===== config.mk =====
export PLATFORM = sky130hd
export DESIGN_NAME = l2_port_arbiter
export DESIGN_NICKNAME = d
export VERILOG_FILES = /design/src/rtl/l2_port_arbiter.sv
export SDC_FILE = /design/constraint.sdc
export NUM_CORES = 1
export LEC_CHECK = 0
export BUFFER_PORTS_ARGS = -buffer_cell sky130_fd_sc_hd__buf_4
export CORE_AREA = 8 8 332 334
export DETAILED_ROUTE_END_ITERATION = 16
export DIE_AREA = 0 0 340 342
export GPL_ROUTABILITY_DRIVEN = 0
export RECOVER_POWER = 50
export SYNTH_ARGS = -nofsm -noshare
export SYNTH_HDL_FRONTEND = slang
export SYNTH_SLANG_ARGS = --single-unit
export TNS_END_PERCENT = 20

===== constraint.sdc =====
create_clock -name clk_i -period 1.99 [get_ports clk_i]
set_input_delay 0.398 -clock clk_i [delete_from_list [all_inputs] [get_ports clk_i]]
set_output_delay 0.398 -clock clk_i [all_outputs]
set_load 0.02 [all_outputs]

===== src/rtl/l2_port_arbiter.sv =====
// Two-requester (dcache=c0, icache=c1) arbiter for the single L2 port, with write-back/allocate
// locking and a sticky hung-L2 watchdog. Optional grant/wait counters under ARB_PERF_CNT_EN.
module l2_port_arbiter #(
  parameter int ADDR_W      = 32,
  parameter int LINE_W      = 128,
  parameter int TIMEOUT_CYC = 1024,
  parameter int WB_LOCK     = 1
) (
  input  logic              clk_i,
  input  logic              rst_ni,
  input  logic              c0_req_valid_i,
  input  logic              c0_req_rw_i,
  input  logic [ADDR_W-1:0] c0_req_addr_i,
  input  logic [LINE_W-1:0] c0_req_data_i,
  output logic              c0_res_ready_o,
  output logic [LINE_W-1:0] c0_res_data_o,
  input  logic              c1_req_valid_i,
  input  logic              c1_req_rw_i,
  input  logic [ADDR_W-1:0] c1_req_addr_i,
  input  logic [LINE_W-1:0] c1_req_data_i,
  output logic              c1_res_ready_o,
  output logic [LINE_W-1:0] c1_res_data_o,
  output logic              l2_req_valid_o,
  output logic              l2_req_rw_o,
  output logic [ADDR_W-1:0] l2_req_addr_o,
  output logic [LINE_W-1:0] l2_req_data_o,
  input  logic              l2_res_ready_i,
  input  logic [LINE_W-1:0] l2_res_data_i,
  output logic [1:0]        grant_o,
  output logic              busy_o,
  output logic              err_timeout_o
`ifdef ARB_PERF_CNT_EN
  ,
  output logic [31:0]       c0_grant_cnt_o,
  output logic [31:0]       c1_grant_cnt_o,
  output logic [31:0]       wait_cnt_o
`endif
);

  localparam logic [0:0]  S_IDLE   = 1'b0;
  localparam logic [0:0]  S_BUSY   = 1'b1;
  localparam logic [15:0] WDOG_LIM = 16'(TIMEOUT_CYC);

  logic [0:0]  state_q;
  logic        owner_q;
  logic        rr_last_q;
  logic [15:0] wdog_q;
  logic        err_q;

  logic        busy;
  logic        own_valid;
  logic        own_rw;
  logic        any_req;
  logic        both_req;
  logic        arb_pick;
  logic        lock_hold;
  logic [15:0] wdog_inc;

  function automatic logic [15:0] wdog_sat_inc(input logic [15:0] v);
    return (v == 16'hFFFF) ? v : v + 16'd1;
  endfunction

  assign busy      = (state_q == S_BUSY);
  assign own_valid = owner_q ? c1_req_valid_i : c0_req_valid_i;
  assign own_rw    = owner_q ? c1_req_rw_i : c0_req_rw_i;
  assign any_req   = c0_req_valid_i | c1_req_valid_i;
  assign both_req  = c0_req_valid_i & c1_req_valid_i;
  // On a tie the requester not served last wins; a lone c1 request picks 1, a lone c0 picks 0.
  assign arb_pick  = both_req ? ~rr_last_q : c1_req_valid_i;
  assign lock_hold = (WB_LOCK != 0) && own_rw;
  assign wdog_inc  = wdog_sat_inc(wdog_q);

  always_ff @(posedge clk_i or negedge rst_ni) begin
    if (!rst_ni) begin
      state_q   <= S_IDLE;
      owner_q   <= 1'b0;
      rr_last_q <= 1'b1;
      wdog_q    <= 16'd0;
      err_q     <= 1'b0;
    end else begin
      case (state_q)
        S_IDLE: begin
          if (any_req) begin
            state_q <= S_BUSY;
            owner_q <= arb_pick;
            wdog_q  <= 16'd0;
          end
        end
        default: begin
          if (!own_valid) begin
            state_q <= S_IDLE;
          end else if (l2_res_ready_i) begin
            rr_last_q <= owner_q;
            if (!lock_hold) state_q <= S_IDLE;
          end
          if (l2_res_ready_i) begin
            wdog_q <= 16'd0;
          end else begin
            wdog_q <= wdog_inc;
            if (wdog_inc >= WDOG_LIM) err_q <= 1'b1;
          end
        end
      endcase
    end
  end

  // Forwarding is purely combinational, so an owner dropping valid vanishes downstream at once.
  always_comb begin
    l2_req_valid_o = busy & own_valid;
    l2_req_rw_o    = busy & own_rw;
    l2_req_addr_o  = '0;
    l2_req_data_o  = '0;
    c0_res_data_o  = '0;
    c1_res_data_o  = '0;
    if (busy) begin
      l2_req_addr_o = owner_q ? c1_req_addr_i : c0_req_addr_i;
      l2_req_data_o = owner_q ? c1_req_data_i : c0_req_data_i;
      c0_res_data_o = l2_res_data_i;
      c1_res_data_o = l2_res_data_i;
    end
    c0_res_ready_o = busy & ~owner_q & l2_res_ready_i;
    c1_res_ready_o = busy & owner_q & l2_res_ready_i;
    grant_o        = busy ? {owner_q, ~owner_q} : 2'b00;
    busy_o         = busy;
    err_timeout_o  = err_q;
  end

`ifdef ARB_PERF_CNT_EN
  logic [31:0] c0_cnt_q;
  logic [31:0] c1_cnt_q;
  logic [31:0] wait_cnt_q;
  logic        waiting;

  assign waiting = busy ? (owner_q ? c0_req_valid_i : c1_req_valid_i) : both_req;

  always_ff @(posedge clk_i or negedge rst_ni) begin
    if (!rst_ni) begin
      c0_cnt_q   <= 32'd0;
      c1_cnt_q   <= 32'd0;
      wait_cnt_q <= 32'd0;
    end else begin
      if (!busy && any_req) begin
        if (arb_pick) c1_cnt_q <= c1_cnt_q + 32'd1;
        else          c0_cnt_q <= c0_cnt_q + 32'd1;
      end
      if (waiting) wait_cnt_q <= wait_cnt_q + 32'd1;
    end
  end

  assign c0_grant_cnt_o = c0_cnt_q;
  assign c1_grant_cnt_o = c1_cnt_q;
  assign wait_cnt_o     = wait_cnt_q;
`endif

endmodule


==> run summary, run 1 <==
Status: finished with violations
Failing checks: setup timing
Highest Signal Layer: met5
CP max stage delay: 0.51 ns
Max Root-Sink Buffers: 2
Syn_area_per_cell: 7.041 µm²
IO Port Bufs: 878
CTS tree: built
Max_slew headroom: 0.2636
Core area: 104700 µm²
RSZ-0062 raised after global routing: yes
YS warnings: 0
Crit Path Max Fanout: 14
Layout Skew: 0.004182 ns
Sequential cell area fraction in the yosys report: 0.09242
Required @ worst endpoint: 1.59 ns
Detail Route Antenna Nets: 0
Non-Filler Instances: 2954
Vias/cell: 3.009
Die W: 340 µm
Clock sink count: 20
Number of synthesized flops with an enable pin: 0
Clock-pin slew on the worst setup and hold paths: 0.06 ns
Grt ovf: 0
Synthesized Nets: 1227
Root buffer cell: clkbuf_16
Crit end category: output port
Hold Path Class: in -> async
Min Clock Period, post-route: 2.181 ns
Routed via count: 8888
Layout cells sized above 1: 0.6634
DR WL/cell: 30.08 µm
DR WL met2: 41780 µm
Max Slew Vio Count: 0
Initial antenna violation count: 79
Cts bufs inserted: 3
Crit-path cells: buf_12, buf_16, buf_6, mux2i_1, nor2_2, buf_6
Synth cell types: 44
First-pass GRT wire length: 107300 µm
Setup TNS: -9.385 ns
Metal1 wirelength: 31650 µm
Initial Util: 0.05187
Crit start category: flip-flop
# DRC: 0
Synth top area share: 0.3042
Final Hold Fails: 0
Clock Latency Late Sink: 0.26 ns
Total internal power: 7.915 mW
Area delta synth->final: 158.5%
Final Cell Area: 14030 µm²
Placed cells: 2920
Largest net degree at the start of global routing: 82
Synth top area cells: mux2i_1, buf_4, and2_1, nor2_1, dfrtp_1
Reg-to-reg slack, setup: 0.16 ns
Core Util, Final: 0.1341
Total Wirelength: 88850 µm
Most frequent cells in the layout: buf_4, nor2_1, mux2i_1
Ys async rst share: 1.000
Initial drt markers: 549
Sw Ratio: 0.5624
VDD IR max: 0.5847 mV
Area of the die: 116300 µm²
Clk pwr share: 0.026
Max Freq: 0.4584 GHz
Filler cell count: 12140
Dominant cell type by area after synthesis: mux2i_1
Pwr Total: 18.09 mW
Final worst slack: -0.1914 ns
Nets@finish: 2005
Period utilization: 1.096
Gate power share: 0.944
Die Ht: 342 µm
Tot GR Track Use: 0.1412
Post-CTS Hold Buffers: 0
Met3 wire length: 14280 µm
CP arrival: 1.78 ns
Synth Instances: 771
Pwr dens: 1289 nW/µm²
Final setup fails: 127
Sequential share of power: 0.030
Row count: 119
Main synth FF type: dfrtp_1
Area post-placement: 13190 µm²
H-tree Lvls: 1
Least-Margin Pin Slew: 1.105 ns
Leak: 7.028 nW
CP dominant cell by count: buf_6
Commonest non-fill, non-tap cell in the layout: buf_4
Switching power: 10.17 mW
#FFs+latches synth: 20
Cell Area, Synth: 5429 µm²
DP Wirelength: 83460 µm
Crit Path Class: reg -> out
Io pins: 879
Drt pass-1 iters: 5
MaxCap Viol Count: 0
Vias in the first global route: 8813
CP max-delay cell: dfrtp_4
## worst paths after layout
kind	endpoint	cells after the start	from
min in group clk_i	rr_last_q$_DFFE_PN1P_	3	l2_res_ready_i
max reg2reg	wdog_q[10]$_DFFE_PN0P_	4	busy_o$_DFF_PN0_
min reg2reg	wdog_q[0]$_DFFE_PN0P_	1	wdog_q[0]$_DFFE_PN0P_
min	wdog_q[6]$_DFFE_PN0P_	1	rst_ni
max	l2_req_data_o[40]	6	owner_q$_DFFE_PN0P_
max in group asynchronous	owner_q$_DFFE_PN0P_	1	rst_ni
## per-stage QoR
| step | hold slack [ns] | setup WS [ns] |
|---|---|---|
| after detailed placement | 0.2948 | -0.1044 |
| after CTS | 0.02181 | -0.1988 |
| final | 0.3287 | -0.1914 |
| after global placement | 0.2980 | -0.06102 |
| after floorplan | 0.1024 | 0.007793 |
| after global routing | 0.4368 | -0.1896 |
## synthesized netlist by cell type (all sizes together), types with 3 or more instances
master / instances
nor2: 174
mux2i: 165
buf: 157
and2: 131
clkbuf: 30
dfrtp: 19
o21ai: 17
nand2: 12
a21oi: 9
nand3: 7
a31oi: 5
and3: 5
nand4: 5
nor3: 5
inv: 4
a22o: 3
## power groups by stage
stage | clock (mW) | sequential [mW] | combinational [mW]
6_report | 0.468 | 0.543 | 17.1
5_1_grt | 0.495 | 0.550 | 17.9
4_1_cts | 0.470 | 0.551 | 16.9
3_5_place_dp | 0 | 0.539 | 15.9
3_3_place_gp | 0 | 0.533 | 15.8
2_1_floorplan | 0 | 0.493 | 8.21
## metal layers
metal / vias to the layer above / track usage
li1: 4003 / -
met1: 4056 / 0.1491
met2: 641 / 0.2385
met3: 134 / 0.1036
met4: 54 / 0.005632
met5: - / 0
## worst max-delay path: cells and delay by family (launching register included)
family,cells,cell delay [ns]
flops,1,0.51
mux,1,0.12
simple gates,1,0.21
buf+inv,4,0.63
## state kept, by name (all words and copies together) (netlist names)
name and flops:
rr_last_q 1, owner_q 1, busy_o 1, err_timeout_o 1, wdog_q 16
## cells by family (layout without fill, tap and decap cells)
family / count (synthesis) / after routing / synth area share
buffers and inverters: 191 / 968 / 0.2265
and+or+nand+nor: 346 / 346 / 0.3160
DFF: 20 / 20 / 0.09242
adders and majority gates: 1 / 1 / 0.002304
AOI/OAI and AO/OA: 46 / 46 / 0.05486
xor gates and xnor gates: 1 / 1 / 0.001614
other: 0 / 15 / 0
muxes: 166 / 166 / 0.3063
## repair_timing
| item | in CTS | in global routing |
|---|---|---|
| resized for setup | 73 | 56 |
| pin swaps | 1 | 2 |
| buffers inserted | 3 | 9 |
| cloned | 3 | 0 |
| endpoints found under the setup margin | 150 | 171 |
## area by class of cell
cell class,instances,area (µm²),share of cell area
timing repair buffer,960,7639,0.5443
multi-input combinational,560,3996,0.2848
tap,1391,1740,0.1240
sequential,20,509.2,0.03629
clock buffer,4,88.84,0.006330
antenna,15,37.54,0.002675
inverter,4,22.52,0.001605
(Power assumes the default switching activity.)
==> run 2, diff against run 1 <==
- SKIP_LAST_GASP: unset -> 1
==> run 2 against run 1 <==
  * The run still ends with setup timing left
  * Non-clock buffer count up 3
  * Total power is 1.6% lower
  * Core utilization decreased by 0.19 points
  * Largest power group unchanged
==> run summary, run 2 (synthesis results as in run 1) <==
Area of the die: 116300 µm² (unchanged)
Die W: 340 µm (unchanged)
Tot GR Track Use: 0.1412 (about the same)
Fin Hold WS: 0.3272 ns (-0.001507 ns)
Detail Route Antenna Nets: 0 (unchanged)
# DRC: 0 (unchanged)
Root buffer cell: clkbuf_16
Final Hold Fails: 0 (unchanged)
DP Wirelength: 83460 µm (unchanged)
Max FFs per register: 16 (unchanged)
Max Freq: 0.4524 GHz (-1.3%)
CP arrival: 1.81 ns (+0.03 ns)
WP buf/inv: 4 (unchanged)
First-pass GRT wire length: 107400 µm (+0.17%)
Clock-pin slew on the worst setup and hold paths: 0.06 ns (about the same)
CP top delay family: buffers and inverters
Vias in the first global route: 8846 (+0.37%)
CP max-delay cell: dfrtp_4
Leak: 7.044 nW (+0.23%)
Least-Margin Pin Slew: 1.101 ns (-0.003702 ns)
CTS tree: built
Crit Path Class: reg -> out
Most frequent cells in the layout: buf_4, nor2_1, mux2i_1
Area delta synth->final: 154.9%
Clock Latency Late Sink: 0.26 ns (about the same)
Final worst slack: -0.2203 ns (-0.02892 ns)
Layout Skew: 0.004440 ns (+0.0002577 ns)
Initial Util: 0.05187 (unchanged)
Post-CTS Hold Buffers: 0 (unchanged)
Die Ht: 342 µm (unchanged)
Period utilization: 1.111 (+0.01453)
Crit-path cells: buf_12, buf_16, buf_4, mux2i_1, nor2_2, buf_6
Drt pass-1 iters: 5 (unchanged)
Nets@finish: 2008 (+0.15%)
Min Clock Period, post-route: 2.210 ns (+0.02892 ns)
Largest reg by FF count: wdog_q
Required @ worst endpoint: 1.59 ns (about the same)
Crit Path Max Fanout: 15 (+1)
Max Root-Sink Buffers: 2 (unchanged)
Failing checks: setup timing
MaxCap Viol Count: 0 (unchanged)
Commonest non-fill, non-tap cell in the layout: buf_4
Crit start category: flip-flop
Core area: 104700 µm² (unchanged)
Io pins: 879 (unchanged)
Pwr dens: 1286 nW/µm² (-0.21%)
DR WL/cell: 30.07 µm (about the same)
Max Slew Vio Count: 0 (unchanged)
Status: finished with violations
H-tree Lvls: 1 (unchanged)
Grt ovf: 0 (unchanged)
Layout cells sized above 1: 0.6428 (-0.02063)
VDD IR max: 0.4930 mV (-16%)
Pwr Total: 17.80 mW (-1.6%)
Cts bufs inserted: 3 (unchanged)
Routed via count: 8868 (-0.23%)
Initial antenna violation count: 79 (unchanged)
Reg-to-reg slack, setup: 0.17 ns (about the same)
Final setup fails: 158 (+24%)
Crit end category: output port
IO Port Bufs: 878 (unchanged)
RSZ-0062 raised after global routing: yes
Vias/cell: 3.001 (-0.26%)
Hold Path Class: in -> async
Total Wirelength: 88850 µm (about the same)
Row count: 119 (unchanged)
Clock sink count: 20 (unchanged)
Initial drt markers: 523 (-4.7%)
CP max stage delay: 0.52 ns (about the same)
Max_slew headroom: 0.2660 (+0.002468)
Largest net degree at the start of global routing: 82 (unchanged)
==> run 2: routing by layer <==
| metal | vias up | GRT usage | routed length, µm |
|---|---|---|---|
| li1 | 4010 | - | - |
| met1 | 4019 | 0.1484 | 31280 |
| met2 | 649 | 0.2385 | 41720 |
| met3 | 136 | 0.1049 | 14700 |
| met4 | 54 | 0.005368 | 782 |
| met5 | - | 0 | 359 |
==> run 2: what timing repair did <==
action / in CTS / in global routing
setup endpoints to repair: 150 / 168
pin swaps: 1 / 4
gates cloned: 3 / 1
resized for setup: 26 / 31
setup buffers: 3 / 12
==> run 2: final timing paths <==
path / from / end / cells after the start
worst max-delay path: owner_q$_DFFE_PN0P_ / l2_req_data_o[40] / 6
worst min-delay path: rst_ni / wdog_q[6]$_DFFE_PN0P_ / 1
worst max register to register: wdog_q[0]$_DFFE_PN0P_ / wdog_q[0]$_DFFE_PN0P_ / 7
worst min register to register: wdog_q[1]$_DFFE_PN0P_ / wdog_q[1]$_DFFE_PN0P_ / 1
max in group asynchronous: rst_ni / owner_q$_DFFE_PN0P_ / 1
min in group clk_i: c1_req_valid_i / rr_last_q$_DFFE_PN1P_ / 3
==> run 2: layout make-up <==
class / instances / area, µm²
tap: 1391 / 1740
timing repair buffer: 963 / 7540
sequential: 20 / 509.2
clock buffer: 4 / 88.84
antenna: 13 / 32.53
inverter: 4 / 20.02
multi-input combinational: 560 / 3906
fill: 12170 / 90830
==> run 2: worst reg2reg max path: cells and delay by family (launching register included) <==
kind	cells	cell delay (ns)
adders and majority gates	1	0.19
AOI/OAI and AO/OA	2	0.24
buffers and inverters	1	0.18
and+or+nand+nor	3	0.75
DFF	1	0.39
==> run 2: metrics by stage <==
stage          instance area, µm²  setup TNS [ns]  setup slack (ns)  utilization  instances
2_1_floorplan                5429               0          0.007793            -        771
3_3_place_gp                13190         -0.1082          -0.06102       0.1260       2920
4_1_cts                     13570          -20.29           -0.2286       0.1296       2930
3_5_place_dp                13190         -0.2259           -0.1044       0.1260       2920
6_report                    13840          -14.00           -0.2203       0.1322       2955
5_1_grt                     13810          -23.50           -0.2435       0.1320       2945
==> run 2: power by group <==
group / internal [mW] / switching [mW] / total, mW
Sequential: 0.469 / 0.0694 / 0.539
Combinational: 6.97 / 9.82 / 16.8
Clock: 0.307 / 0.160 / 0.467
==> run 3, diff against run 2 <==
==> constraint.sdc (replaced) <==
create_clock -name clk_i -period 1.99 [get_ports clk_i]
set_input_delay 0.199 -clock clk_i [delete_from_list [all_inputs] [get_ports clk_i]]
set_output_delay 0.199 -clock clk_i [all_outputs]
set_load 0.02 [all_outputs]
==> run 3 against run 2 <==
  * The flow now finishes without violations
  * Clock skew fell by 0.0015 ns
  * First-iteration DRC count down 3.4%
  * Sequential power is essentially flat
  * Largest cell class unchanged
  * Non-clock buffer count shrank 23
  * Highest routed layer unchanged
  * Core utilization shrank 0.51 points
  * Worst hold slack got worse by 0.050 ns
  * Final area down 3.9%
  * Setup slack gained 0.23 ns
  * Maximum frequency is 12% higher
==> run summary, run 3 (synthesis results as in run 1) <==
Die Ht: 342 µm (unchanged)
Max_slew headroom: 0.2503 (-0.01568)
Layout cells sized above 1: 0.6289 (-0.01388)
Initial drt markers: 505 (-3.4%)
Core area: 104700 µm² (unchanged)
Worst Hold Launch: c1_req_valid_i
Final setup fails: 0 (-100%)
Total Wirelength: 85870 µm (-3.4%)
Io pins: 879 (unchanged)
Cts bufs inserted: 3 (unchanged)
WP buf/inv: 3 (-1)
Nets@finish: 1985 (-1.1%)
Area of the die: 116300 µm² (unchanged)
Die W: 340 µm (unchanged)
CP max-delay cell: dfrtp_4
Clock-pin slew on the worst setup and hold paths: 0.06 ns (about the same)
Crit start category: flip-flop
Area delta synth->final: 145.0%
RSZ-0062 raised after global routing: yes
Cells on Worst Hold Path: 3
Status: complete, no violations
DR WL/cell: 29.26 µm (-2.7%)
CP top delay family: buffers and inverters
Root buffer cell: clkbuf_16
DP Wirelength: 81370 µm (-2.5%)
Worst Hold Endpoint: busy_o$_DFF_PN0_
IO Port Bufs: 878 (unchanged)
Placed cells: 2912 (-0.27%)
Crit-path cells: buf_16, buf_4, mux2i_1, nor2_1, buf_4
Filler cell count: 12190 (+0.21%)
Clock Latency Late Sink: 0.25 ns (about the same)
VDD IR max: 0.4897 mV (-0.67%)
Final Hold Fails: 0 (unchanged)
Period utilization: 0.9944 (-0.1163)
FF-to-FF path depth: 6 (-1)
Detail Route Antenna Nets: 0 (unchanged)
Largest reg by FF count: wdog_q
Max FFs per register: 16 (unchanged)
Tot GR Track Use: 0.1355 (-0.005744)
Routed via count: 8708 (-1.8%)
Clock sink count: 20 (unchanged)
# DRC: 0 (unchanged)
CP dominant cell by count: buf_4
Non-Filler Instances: 2935 (-0.68%)
Pwr Total: 16.70 mW (-6.1%)
Layout Skew: 0.002982 ns (-0.001458 ns)
Largest net degree at the start of global routing: 80 (-2.4%)
Initial antenna violation count: 78 (-1.3%)
Grt ovf: 0 (unchanged)
Vias in the first global route: 8859 (+0.15%)
Initial Util: 0.05187 (unchanged)
Most frequent cells in the layout: buf_4, nor2_1, mux2i_1
Reg-to-reg slack, setup: 0.15 ns (-0.02 ns)
Crit Path Class: reg -> out
MaxCap Viol Count: 0 (unchanged)
H-tree Lvls: 1 (unchanged)
Setup TNS: 0 ns (+14.00 ns)
Pwr dens: 1256 nW/µm² (-2.4%)
CTS tree: built
CP max stage delay: 0.53 ns (about the same)
Min Clock Period, post-route: 1.979 ns (-0.2315 ns)
Vias/cell: 2.967 (-1.1%)
Least-Margin Pin Slew: 1.124 ns (+0.02353 ns)
Crit end category: output port
Commonest non-fill, non-tap cell in the layout: buf_4
Required @ worst endpoint: 1.79 ns (+0.20 ns)
CP arrival: 1.78 ns (-0.03 ns)
FF-to-FF End: wdog_q[3]$_DFFE_PN0P_
Hold Path Class: in -> reg
Max Root-Sink Buffers: 2 (unchanged)
First-pass GRT wire length: 103200 µm (-4.0%)
Row count: 119 (unchanged)
Max Freq: 0.5053 GHz (+12%)
Max Slew Vio Count: 0 (unchanged)
Leak: 6.839 nW (-2.9%)
Drt pass-1 iters: 5 (unchanged)
Worst r2r src: wdog_q[8]$_DFFE_PN0P_
Crit Path Max Fanout: 19 (+4)
run 3: timing repair:
action | in CTS | in global routing
endpoints found under the setup margin | 16 | 109
cloned | 0 | 1
gates resized for setup | 3 | 14
hold buffers | 1 | 0
buffers inserted | 0 | 1
hold endpoints to repair | 19 | 0
run 3: layer usage:
layer / track usage / vias to the layer above / routed length [µm]
li1: - / 3972 / -
met3: 0.1093 / 145 / 15060
met2: 0.2284 / 607 / 40250
met4: 0.01003 / 54 / 1199
met1: 0.1356 / 3930 / 29010
met5: 0 / - / 352
run 3: stage by stage:
| stage | util | setup WS, ns | hold slack, ns | cell area [µm²] |
|---|---|---|---|---|
| finish | 0.1271 | 0.01113 | 0.2775 | 13300 |
| global route | 0.1267 | -0.04236 | 0.2982 | 13270 |
| CTS | 0.1258 | -0.08540 | 0.2806 | 13170 |
| detailed placement | 0.1248 | 0.1541 | 0.1028 | 13060 |
| floorplan | - | 0.1521 | -0.09659 | 5429 |
| global placement | 0.1248 | 0.1574 | 0.09662 | 13060 |
run 3: worst max-delay path by stage:
stage | startpoint | to | slack [ns] | cells past startpoint
4_1_cts | owner_q$_DFFE_PN0P_ | l2_req_data_o[0] | -0.09 | 5
5_1_grt | owner_q$_DFFE_PN0P_ | l2_req_data_o[1] | -0.04 | 6
6_report | owner_q$_DFFE_PN0P_ | l2_req_data_o[87] | 0.01 | 5
3_3_place_gp | owner_q$_DFFE_PN0P_ | l2_req_data_o[0] | 0.16 | 5
3_5_place_dp | owner_q$_DFFE_PN0P_ | l2_req_data_o[0] | 0.15 | 5
2_1_floorplan | wdog_q[0]$_DFFE_PN0P_ | wdog_q[4]$_DFFE_PN0P_ | 0.15 | 7
run 3: worst min-delay path, cell delays in order:
cell and delay (ns):
buf_4 0.12, nor2_1 0.05, o21ai_0 0.13
run 3: power by group:
part           switching (mW)  leakage, nW  total, mW  internal, mW
registers              0.0710        0.268      0.540         0.469
clock network           0.159       0.0383      0.432         0.273
logic                    9.59         6.53       15.7          6.14
total                    9.82         6.84       16.7          6.88
run 3: final cells by class:
type | count | area [µm²] | area share
Timing Repair Buffer | 940 | 7167 | 0.5389
Multi-Input combinational cell | 560 | 3745 | 0.2816
Tap cell | 1391 | 1740 | 0.1309
Sequential cell | 20 | 509.2 | 0.03829
Clock buffer | 4 | 78.83 | 0.005927
Antenna cell | 16 | 40.04 | 0.003010
Inverter | 4 | 20.02 | 0.001505
